### src/rtl/pkt_merger.sv
// pkt_merger: round-robin merge of NUM_CHANNELS packet streams into one registered output.
// Define MRG_DROP_EN to drop a held packet after DROP_WAIT stalled cycles.
module pkt_merger #(
  parameter int PACKET_BITS  = 72,
  parameter int NUM_CHANNELS = 8,
  parameter int DROP_WAIT    = 1024
) (
  input  logic                   clk,
  input  logic                   reset,
  input  logic [PACKET_BITS-1:0] pkt_in_data_in [NUM_CHANNELS],
  input  logic                   pkt_in_vld_in  [NUM_CHANNELS],
  output logic                   pkt_in_rdy_out [NUM_CHANNELS],
  output logic [PACKET_BITS-1:0] pkt_out_data_out,
  output logic                   pkt_out_vld_out,
  input  logic                   pkt_out_rdy_in,
  output logic [1:0]             mg_cnt_out
);
  localparam int CW = (NUM_CHANNELS > 1) ? $clog2(NUM_CHANNELS) : 1;

  logic [PACKET_BITS-1:0] r_out_data;
  logic                   r_out_vld;
  logic [CW-1:0]          r_last_gnt;
  logic [CW-1:0]          w_gnt;
  logic [CW-1:0]          w_idx;
  logic                   w_any_vld;
  logic                   w_out_free;
  logic                   w_in_xfer;
  logic                   w_out_xfer;
  logic                   w_drop;

  assign w_out_free = !r_out_vld || pkt_out_rdy_in;

  // Walk from farthest to nearest so the channel right after last_gnt wins.
  always_comb begin
    w_gnt     = r_last_gnt;
    w_idx     = r_last_gnt;
    w_any_vld = 1'b0;
    for (int i = NUM_CHANNELS; i >= 1; i--) begin
      w_idx = r_last_gnt + CW'(i);
      if (pkt_in_vld_in[w_idx]) begin
        w_gnt     = w_idx;
        w_any_vld = 1'b1;
      end
    end
  end

  assign w_in_xfer  = reset && w_out_free && w_any_vld;
  assign w_out_xfer = reset && r_out_vld && pkt_out_rdy_in;

  always_comb begin
    for (int c = 0; c < NUM_CHANNELS; c++)
      pkt_in_rdy_out[c] = w_in_xfer && (w_gnt == CW'(c));
  end

`ifdef MRG_DROP_EN
  localparam int SW = $clog2(DROP_WAIT) + 1;
  logic [SW-1:0] r_stall_cnt;
  logic          w_stall;

  assign w_stall = r_out_vld && !pkt_out_rdy_in;
  // A stalled packet cannot coincide with an input transfer, so drop never races a reload.
  assign w_drop  = reset && w_stall && (r_stall_cnt == SW'(DROP_WAIT - 1));

  always_ff @(posedge clk) begin
    if (!reset)                r_stall_cnt <= '0;
    else if (!w_stall || w_drop) r_stall_cnt <= '0;
    else                       r_stall_cnt <= r_stall_cnt + 1'b1;
  end
`else
  logic w_unused_wait;
  assign w_drop        = 1'b0;
  assign w_unused_wait = (DROP_WAIT == 0);
`endif

  always_ff @(posedge clk) begin
    if (!reset) begin
      r_out_vld  <= 1'b0;
      r_out_data <= '0;
      r_last_gnt <= CW'(NUM_CHANNELS - 1);
    end else if (w_in_xfer) begin
      r_out_data <= pkt_in_data_in[w_gnt];
      r_out_vld  <= 1'b1;
      r_last_gnt <= w_gnt;
    end else if (w_out_xfer || w_drop) begin
      r_out_vld  <= 1'b0;
    end
  end

  assign pkt_out_data_out = r_out_data;
  assign pkt_out_vld_out  = r_out_vld;
  assign mg_cnt_out       = {w_out_xfer, w_drop};

endmodule

### config.mk
export PLATFORM = sky130hd
export DESIGN_NAME = pkt_merger
export DESIGN_NICKNAME = d
export VERILOG_FILES = /design/src/rtl/pkt_merger.sv
export SDC_FILE = /design/constraint.sdc
export NUM_CORES = 1
export LEC_CHECK = 0
export BUFFER_PORTS_ARGS = -buffer_cell sky130_fd_sc_hd__buf_2
export CORE_AREA = 2 2 259 261
export CTS_BUF_LIST = sky130_fd_sc_hd__clkbuf_8
export CTS_CLUSTER_DIAMETER = 120
export DETAILED_ROUTE_END_ITERATION = 8
export DIE_AREA = 0 0 261 263
export PLACE_DENSITY = 0.35
export SLEW_MARGIN = 20
export SYNTH_ARGS = -nofsm -noshare
export SYNTH_HDL_FRONTEND = slang
export SYNTH_SLANG_ARGS = --single-unit
### constraint.sdc
create_clock -name clk -period 4.35 [get_ports clk]
set_input_delay 0.435 -clock clk [delete_from_list [all_inputs] [get_ports clk]]
set_output_delay 0.435 -clock clk [all_outputs]
set_load 0.01 [all_outputs]
Yosys cells after proc, flatten, opt, wreduce, memory -nomap -nowiden
Index checks and enable logic that the tools add are counted.
{"block": "totals", "ff_bits": 76, "latch_bits": 0, "ram_bits": 0, "rom_bits": 0, "input_bits": 587, "elab_cells": 95, "n_memories": 0}
{"block": "op_classes", "add_sub_neg": 7, "n_mul": 0, "div_mod_pow": 0, "n_lt_le_gt_ge": 9, "eq_ne": 7, "n_shift": 0, "mux": 44, "bitwise": 9, "reduce_logical": 16}
{"operator": "72-bit binary-select mux with 3-bit select", "count": 1}
{"operator": "72-bit 2-to-1 mux", "count": 2}
{"operator": "4-bit >= comparator, second input constant", "count": 9}
{"operator": "3-bit NOT with 4-bit output", "count": 9}
{"operator": "1-bit 2-to-1 mux", "count": 26}
{"operator": "1-bit binary-select mux with 3-bit select", "count": 8}
{"operator": "3-bit 2-to-1 mux", "count": 7}
{"operator": "3-bit adder, second input constant", "count": 4}
{"operator": "3-bit equality test, second input constant", "count": 4}
{"operator": "1-bit logical AND", "count": 12}
{"operator": "3-bit by 2-bit adder with 3-bit output, second input constant", "count": 2}
{"operator": "3-bit by 2-bit equality test with 1-bit output, second input constant", "count": 2}
{"operator": "3-bit by 1-bit adder with 3-bit output, second input constant", "count": 1}
{"operator": "3-bit by 1-bit equality test with 1-bit output, second input constant", "count": 1}
{"operator": "3-bit logical NOT", "count": 1}
{"operator": "2-bit nonzero test", "count": 1}
{"operator": "1-bit logical NOT", "count": 1}
{"operator": "1-bit logical OR", "count": 1}

Depth between registers and ports, before layout
Gate-level depths: netlist of run 1.
{"block": "logic_depth", "ltp_word": 16, "mapped_depth": 17}

Worst setup path after synthesis of run 1
Ideal clock, no wire load.
{"block": "synth_timing", "path_type": "register to output", "from": "register r_last_gnt[1]", "to": "output pkt_in_rdy_out[4] (netlist name)", "t_arrival_ps": 3444, "slack_ps": 471, "stages_incl_launch_ff": 16, "path_cell_list": "dfxtp_1 > buf_6 > buf_2 > clkinv_1 > ha_1 > buf_4 > mux4_2 > mux2_4 > and2_4 > a311oi_2 > o2111ai_2 > and2_1 > buf_6 > buf_6 > buf_2 > nor3_1"}
{"item": "start: declaration", "line": "22", "text": "logic [CW-1:0] r_last_gnt;"}
{"item": "start signal: assignment", "line": "79", "text": "r_last_gnt <= CW'(NUM_CHANNELS - 1);"}
{"item": "start signal: assignment", "line": "83", "text": "r_last_gnt <= w_gnt;"}
{"item": "end: declaration", "line": "12", "text": "output logic pkt_in_rdy_out [NUM_CHANNELS],"}

Final worst setup path of run 1
{"block": "layout_timing", "from": "register r_last_gnt[1]", "to": "register r_out_data[34], in the netlist pkt_out_data_out[34]"}
{"block": "layout_between", "elab_chain_len": 16, "elab_cells_between_ends": 59}
{"item": "3-bit adder", "line": "39", "text": "w_idx = r_last_gnt + CW'(i);"}
{"item": "3-bit NOT with 4-bit output (implied by the code)", "line": "40", "text": "if (pkt_in_vld_in[w_idx]) begin"}
{"item": "1-bit binary-select mux with 3-bit select", "line": "40"}
{"item": "1-bit 2-to-1 mux (implied by the code) (2 in a row)", "line": "40"}
{"item": "3-bit 2-to-1 mux (7 in a row)", "line": "40"}
{"item": "3-bit NOT with 4-bit output (implied by the code)", "line": "81", "text": "r_out_data <= pkt_in_data_in[w_gnt];"}
{"item": "72-bit binary-select mux with 3-bit select", "line": "81"}
{"item": "72-bit 2-to-1 mux (implied by the code) (2 in a row)", "line": "81"}
{"item": "end signal: assignment", "line": "81"}
{"item": "end: declaration", "line": "20", "text": "logic [PACKET_BITS-1:0] r_out_data;"}
Several ways; a longest one is shown, not always the timed one. The select of a mux whose other input is x is not followed.
A chain may end at the register's enable or synchronous reset.

==> metrics.cfg, run 1 <==
[run_status]
status=completed

[global_routing]
grt_use_met2_pct=27.9
grt_pass1_wl_mm=78.1
grtUsageMet3_pct=4.18
met1_usage_pct=16.7
overflow=0
antenna_found_initial=17
grt_pass1_vias=12300
grt.busiest_layer=met2
grt_max_degree=71
track_usage_pct=15.2

[critical_path]
crit_chain=clkinv_1 > ha_4 > mux4_2 > mux2_4 > and2_4 > a311oi_2 > o2111ai_4 > buf_12 > and3_1 > a211oi_1 > a311oi_1 > a211o_1
end_kind=flip-flop
crit_arrival_ns=4.47
cp.required_ns=4.68
worst-path-buf-inv=2
path_max_fanout=70
slowest_delay_ns=0.66
cp_slowest_cell=a211oi_1
critPathTopFamily=compound AO/OA/AOI/OAI gates
critPathKind=reg2reg
cp-start-kind=flip-flop

[die]
dieHeight_um=263
start_util_pct=12.5
core_um2=65600
dieArea_um2=68600
fp.dieW_um=261
ios=670
rows=94

[sta]
finalSetupViolCount=0
relSlewSlack_pct=29.2
skew_ns=0.0171
post-route-period-util_pct=95.0
rsz0062_at_grt=true
min_period_ns=4.13
tightestPinTransition_ns=1.06
slew_viol_final=0
hold_viol_final=0
timing.fmax_mhz=242
setup-tns-final_ns=0

[yosys]
yosysWarnings=0
syn_inst=1129
synthTopCellsByArea=dfxtp_1 (19%), nand2_1 (14%), a21oi_1 (7.9%)
post_synth.cell_area_avg_um2=7.25
async_reset_ff_share_pct=0
synth_most_common_cell=nand2_1
synth_ff_type=dfxtp_1
netlist_top_cells_count=nand2_1 (303), a21oi_1 (130), dfxtp_1 (76), a211oi_1 (75)
syn_area_um2=8190
synth_top_cell_area_share_pct=18.6
yosys_register_bits=76
synth_cell_type_count=58
syn_nets=1718
yosysTopAreaCell=dfxtp_1
seq_area_frac_synth_pct=18.6
synth_edf_count=0

[drt]
drc_errors=0
wl_mm=55.9
first_iter_violations=806
vias=12000
drtPass1Iterations=5
wl_per_cell_um=21.2
viasPerCell=4.55
antenna_left=0

[cells_and_area]
drive_gt1_share_pct=47.0
layoutNonFillerInstCount=2641
area_growth_pct=58.5
post-route-util_pct=19.8
nets=2352

[clocking]
clock_latency_ns=0.44
htree_levels=3
path_clk_slew_ns=0.10
cts_hold_buf=0
root_buffer=clkbuf_8
clock_path_buffers=2
cts_buffers=9
cts.sinks=76
cts_tree=built

[placement]
dp_cells=2603
port_buffers=668
place.gp.congestion=0.925
hpwl_mm=43.7

[min_path]
hp-class=in2reg

[job]
maxCapViolCount=0

## cell families after synthesis
group,after synthesis,share of synthesized area (%)
AO/OA/AOI/OAI,467,43.1
AND/OR/NAND/NOR,412,22.1
buffers and inverters,144,11.0
flip-flops,76,18.6
multiplexers,24,4.58
XOR/XNOR,3,0.321
adder cells (fa/ha/maj),2,0.306
other,1,0.0458
## final timing paths
check	from	endpoint	slack (ns)	cells past startpoint
setup reg to reg	r_last_gnt[1]	pkt_out_data_out[34]	0.22	12
hold reg to reg	pkt_out_data_out[57]	pkt_out_data_out[57]	0.46	1
hold / removal	pkt_out_rdy_in	pkt_out_vld_out	0.31	3
setup / recovery	r_last_gnt[1]	pkt_out_data_out[34]	0.22	12
## sequential cells by signal, summed over array words and instances, names as in the netlist
| register | cells |
|---|---|
| r_last_gnt | 3 |
| pkt_out_data_out | 72 |
| pkt_out_vld_out | 1 |
## per-stage QoR
step	area, um2	hold slack, ns	worst slack, ns
2_1_floorplan	8190	0.508	0.471
3_3_place_gp	12600	0.439	0.00478
3_5_place_dp	12600	0.444	-0.0191
4_1_cts	12900	0.251	0.0852
5_1_grt	13000	0.280	-0.00268
6_report	13000	0.313	0.216
## per-layer routing
metal / wire length (um) / up-vias
met1: 21500 / 5740
met3: 4420 / 85
met2: 28200 / 562
li1: - / 5610
met5: 81 / -
met4: 1680 / 12
## layout make-up
| cell class | count | area (um2) |
|---|---|---|
| inverters | 5 | 18.8 |
| fillers | 7564 | 52700 |
| clock inverters | 4 | 25.0 |
| flip-flops and latches | 76 | 1520 |
| clock buffers | 11 | 151 |
| repair buffers | 760 | 4260 |
| diodes | 10 | 25.0 |
| multi-input cells | 911 | 5890 |
| well taps | 864 | 1080 |
## what timing repair did
item,4_1_cts,5_1_grt
pin swaps,2,3
gates resized for setup,3,5
endpoints found under the setup margin,11,6
setup buffers,7,4
cloned,1,1
## cells in the final DEF (no fill, tap or decap), drive strengths merged, types with 5 or more instances in the layout
master | Yosys | final
a21oi | 150 | 150
buf | 101 | 760
a211o | 72 | 72
mux2 | 5 | 5
a211oi | 75 | 75
mux2i | 10 | 10
clkbuf | 38 | 11
a221oi | 73 | 73
a311oi | 73 | 73
nor3 | 11 | 11
diode | 0 | 10
and3 | 73 | 73
dfxtp | 76 | 76
mux4 | 9 | 9
nand2 | 304 | 305
nor2 | 6 | 6
## worst reg2reg max path: cells and delay by family (launching register included)
family | cells | cell delay [ns]
buffers and inverters | 2 | 0.44
AND/OR/NAND/NOR | 2 | 0.44
flip-flops | 1 | 0.36
adder cells (fa/ha/maj) | 1 | 0.39
multiplexers | 2 | 0.76
AO/OA/AOI/OAI | 5 | 1.66
Power of run 1 is not shown: default switching activity piles up to over one toggle a cycle in this logic, so the estimate is an artifact.
==> run 2, diff against run 1 <==
--- a/config.mk
+++ b/config.mk
@@ -5,13 +5,14 @@
 export SDC_FILE = /design/constraint.sdc
 export NUM_CORES = 1
 export LEC_CHECK = 0
+export ABC_AREA = 1
 export BUFFER_PORTS_ARGS = -buffer_cell sky130_fd_sc_hd__buf_2
-export CORE_AREA = 2 2 259 261
+export CORE_AREA = 2 2 261 263
 export CTS_BUF_LIST = sky130_fd_sc_hd__clkbuf_8
 export CTS_CLUSTER_DIAMETER = 120
 export DETAILED_ROUTE_END_ITERATION = 8
-export DIE_AREA = 0 0 261 263
-export PLACE_DENSITY = 0.35
+export DIE_AREA = 0 0 263 265
+export PLACE_DENSITY = 0.37
 export SLEW_MARGIN = 20
 export SYNTH_ARGS = -nofsm -noshare
 export SYNTH_HDL_FRONTEND = slang
==> run 2 against run 1 <==
Against the previous run: clock skew is 0.00051 ns higher; sequential share of layout area is 1.2 points lower; final area is 12% higher; utilization is 1.9 points higher; flip-flop and latch count stayed put; critical endpoint is now pkt_in_rdy_out[6].
==> metrics.cfg, run 2 <==
[critical_path]
r2r-start=r_last_gnt[0]
slowest_delay_ns=0.46
critPathKind=reg2out
crit_chain=inv_2 > ha_1 > inv_2 > nand3_1 > nand3b_1 > nand2_1 > inv_2 > nand2_1 > nand2_1 > nand2_1 > nand2_1 > nand2_1 > nand2_8 > nand2_8 > buf_12 > inv_1 > nand2_1 > nor2_1 > buf_2
rrSetupSlack_ns=0.80
path_max_fanout=49
cp_slowest_cell=ha_1
worstSetupStartpoint=r_last_gnt[0]
worst_r2r_endpoint=pkt_out_data_out[23]
cp-start-kind=flip-flop
crit_arrival_ns=3.53
end_kind=output pin
ff2ff_path_depth=23
cp.required_ns=3.91
cp_common_cell=nand2_1

[clocking]
htree_levels=3
post_cts_buffers=0
clock_path_buffers=2
root_buffer=clkbuf_8
clock_latency_ns=0.42
path_clk_slew_ns=0.11
cts_resized=0
cts_hold_buf=0
cts_buffers=9
cts.sinks=76
cts_tree=built

[sta]
rsz0062_at_grt=false
hold_viol_final=0
relSlewSlack_pct=60.9
tightestPinTransition_ns=0.586
skew_ns=0.0176
finalSetupViolCount=0
timing.fmax_mhz=252
slew_viol_final=0
post-route-period-util_pct=91.2
setup-tns-final_ns=0
min_period_ns=3.97

[yosys]
synth_cell_type_count=33
syn_nets=2701
syn_area_um2=10100
netlist_top_cells_count=nand2_1 (1345), nand3_1 (397), buf_2 (86), inv_1 (80), dfxtp_1 (76)
yosysWarnings=0
post_synth.cell_area_avg_um2=4.78
synth_ff_type=dfxtp_1
yosys_register_bits=76
seq_area_frac_synth_pct=15.1
async_reset_ff_share_pct=0
yosysTopAreaCell=nand2_1
synth_edf_count=0
synthTopCellsByArea=nand2_1 (50%), nand3_1 (20%), dfxtp_1 (15%)
synth_top_cell_area_share_pct=50.0
synth_most_common_cell=nand2_1
syn_inst=2112

[die]
rows=95
ios=670
start_util_pct=15.1
dieArea_um2=69700
fp.dieW_um=263
dieHeight_um=265
core_um2=66800

[drt]
antenna_left=0
drtPass1Iterations=5
vias=14800
viasPerCell=4.16
first_iter_violations=706
wl_per_cell_um=16.8
wl_mm=59.5
drc_errors=0

[cells_and_area]
layout_common_cells=nand2_1 (1345), buf_2 (667), nand3_1 (396), inv_1 (81), dfxtp_1 (76)
nets=3255
drive_gt1_share_pct=27.9
largest_reg_flops=72
seq_area_um2=1520
area_growth_pct=43.3
mostFrequentLayoutCell=nand2_1
multi_input_area_um2=7380
nFillCells=8129

[min_path]
min-delay-start=pkt_out_rdy_in
hp-class=in2reg
whs_endpoint=pkt_out_vld_out
holdPathStages=4

[placement]
place.gp.congestion=0.820
hpwl_mm=45.7
port_buffers=668

[global_routing]
grt_pass1_wl_mm=87.8
overflow=0
grt_pass1_vias=14800
grt_max_degree=98
antenna_found_initial=17
track_usage_pct=16.4

[run_status]
status=completed

[job]
maxCapViolCount=0

[run 2: changes by cell type after synthesis, sizes merged, moves of 41 or more]
cell and delta:
nand2 +1044, and3 -73, inv +88, a21oi -141
a211oi -75, a211o -72, nand3 +396, buf +41
a311oi -73, a221oi -73
[run 2: cell type report]
type	count	share of cell area, %
Clock buffer	9	0.856
Antenna cell	8	0.138
Timing Repair Buffer	705	26.9
Inverter	91	2.39
Tap cell	873	7.54
Sequential cell	76	10.5
Clock inverter	7	0.639
Multi-Input combinational cell	1783	51.0
[run 2: per-layer routing]
layer	vias up	share of wire [%]	GRT usage [%]
met1	6571	42	19.3
met4	18	1.8	4.56
met5	-	0.20	0
met3	55	6.2	3.75
met2	506	50	29.6
li1	7644	-	-
[run 2: cell families after synthesis]
group                    count (synthesis)  synth area share [%]
XOR/XNOR                                 3                 0.446
AO/OA/AOI/OAI                           14                 0.879
flip-flops                              76                  15.1
adder cells (fa/ha/maj)                  2                 0.248
other                                    1                0.0371
buffers and inverters                  253                  12.4
AND/OR/NAND/NOR                       1763                  71.0
[run 2: per-stage QoR]
stage	utilization [%]	std cells	hold WS [ns]	area [um2]	setup WS, ns
floorplan	-	2112	0.576	10100	1.39
global placement	21.3	3528	0.537	14200	0.803
detailed placement	21.3	3528	0.532	14200	0.801
CTS	21.6	3544	0.240	14500	0.302
global route	21.7	3549	0.290	14500	0.0690
finish	21.7	3552	0.313	14500	0.383
[run 2: worst max-delay path by stage]
stage / end / slack [ns]
4_1_cts: pkt_in_rdy_out[6] / 0.30
5_1_grt: pkt_in_rdy_out[7] / 0.07
3_5_place_dp: pkt_out_data_out[52] / 0.80
6_report: pkt_in_rdy_out[6] / 0.38
3_3_place_gp: pkt_out_data_out[23] / 0.80
2_1_floorplan: pkt_in_rdy_out[0] / 1.39
[run 2: critical path, delay by kind of cell (launching register included)]
family                   cells  cell delay, ns
adder cells (fa/ha/maj)      1            0.46
buffers and inverters        6            0.80
AND/OR/NAND/NOR             12            1.46
flip-flops                   1            0.36
Power of run 2 is left out for the same reason.
==> run 3, diff against run 2 <==
--- a/config.mk
+++ b/config.mk
@@ -12,7 +12,6 @@
 export CTS_CLUSTER_DIAMETER = 120
 export DETAILED_ROUTE_END_ITERATION = 8
 export DIE_AREA = 0 0 263 265
-export PLACE_DENSITY = 0.37
 export SLEW_MARGIN = 20
 export SYNTH_ARGS = -nofsm -noshare
 export SYNTH_HDL_FRONTEND = slang
==> run 3 against run 2 <==
Against the previous run: first-iteration DRC count rose by 22%; critical path depth fell by 2; via count increased by 0.53%; worst setup slack improved by 0.098 ns; critical endpoint is now pkt_in_rdy_out[1]; register-to-register slack got worse by 0.13 ns.
==> metrics.cfg, run 3 (same netlist as run 2, synthesis figures left out) <==
[global_routing]
grt_pass1_vias=13900
grt.busiest_layer=met2
met1_usage_pct=18.0
grt_max_degree=118
antenna_found_initial=7
grtUsageMet3_pct=3.35
track_usage_pct=15.0
grt_pass1_wl_mm=80.5
grt_use_met2_pct=25.3
overflow=0

[sta]
hold_viol_final=0
post-route-period-util_pct=88.9
tightestPinTransition_ns=0.659
timing.fmax_mhz=258
skew_ns=0.0126
slew_viol_final=0
finalSetupViolCount=0
setup-tns-final_ns=0
relSlewSlack_pct=56.0
rsz0062_at_grt=false
min_period_ns=3.87

[cells_and_area]
largest_reg_flops=72
drive_gt1_share_pct=28.0
nets=3259
area_growth_pct=42.6
mostFrequentLayoutCell=nand2_1
nFillCells=7889
layout_common_cells=nand2_1 (1345), buf_2 (667), nand3_1 (396), inv_1 (80), dfxtp_1 (75)

[drt]
wl_mm=54.2
vias=14900
wl_per_cell_um=15.3
viasPerCell=4.19
first_iter_violations=861
antenna_left=0
drc_errors=0
drtPass1Iterations=5

[critical_path]
critPathKind=reg2out
crit_arrival_ns=3.43
cp.required_ns=3.91
end_kind=output pin
cp-start-kind=flip-flop
path_max_fanout=38

[clocking]
clock_latency_ns=0.42
path_clk_slew_ns=0.10
htree_levels=3
cts_tree=built
post_cts_buffers=0
root_buffer=clkbuf_8
cts.sinks=76
clock_path_buffers=2
cts_buffers=9

[die]
ios=670
dieArea_um2=69700
rows=95
fp.dieW_um=263
core_um2=66800
dieHeight_um=265
start_util_pct=15.1

[min_path]
hp-class=in2reg

[run_status]
status=completed

[job]
maxCapViolCount=0

[placement]
hpwl_mm=43.0
port_buffers=668
place.gp.congestion=0.876

[run 3: changes by cell type in the layout (fill, tap and decap cells not counted), sizes merged]
cell	delta
bufinv	+1
clkinv	-1
diode	-5
buf	+4
clkinvlp	-1
inv	-1
[run 3: metal layers]
metal / vias to the layer above / wire length [um]
met1: 6448 / 22500
met5: - / 23
met2: 695 / 25400
li1: 7636 / -
met4: 4 / 2140
met3: 89 / 4140
[run 3: stage by stage]
stage	utilization, %	std cells	hold slack [ns]	setup slack, ns	area (um2)
2_1_floorplan	-	2112	0.576	1.39	10100
3_3_place_gp	21.2	3532	0.527	0.560	14200
3_5_place_dp	21.2	3532	0.536	0.570	14200
4_1_cts	21.6	3546	0.243	0.244	14400
5_1_grt	21.6	3549	0.276	0.122	14400
6_report	21.6	3549	0.310	0.481	14400
[run 3: worst max-delay path: stages (launching register included)]
cell      delay [ns]
dfxtp_2         0.48
inv_4           0.09
ha_1            0.42
inv_2           0.16
nand3_1         0.12
nand3b_1        0.13
nand2_1         0.11
inv_2           0.07
nand2_1         0.05
nand2_1         0.05
nand2_1         0.04
nand2_1         0.11
nand3_4         0.25
nand2_8         0.29
buf_12          0.26
nand2_1         0.11
nor2_1          0.14
buf_2           0.14
[run 3: worst paths after layout]
kind                                           start                   end  slack (ns)  cells past startpoint
worst min register to register  pkt_out_data_out[57]  pkt_out_data_out[57]        0.55                      4
worst max-delay path                   r_last_gnt[1]     pkt_in_rdy_out[1]        0.48                     17
worst max register to register         r_last_gnt[1]  pkt_out_data_out[49]        0.67                     22
worst min-delay path                  pkt_out_rdy_in       pkt_out_vld_out        0.31                      4
[run 3: cell type report]
class,count,area (um2),area share (%)
Inverter,91,347,2.41
Clock buffer,9,124,0.860
Timing Repair Buffer,709,3830,26.6
Antenna cell,3,7.51,0.0521
Tap cell,873,1090,7.58
Sequential cell,76,1520,10.6
Multi-Input combinational cell,1783,7380,51.2
Clock inverter,5,103,0.712
[run 3: repair_timing]
item	4_1_cts	5_1_grt
hold endpoints to repair	0	0
setup endpoints to repair	0	6
hold buffers	0	0
resized for setup	0	1
Power of run 3 is left out for the same reason.
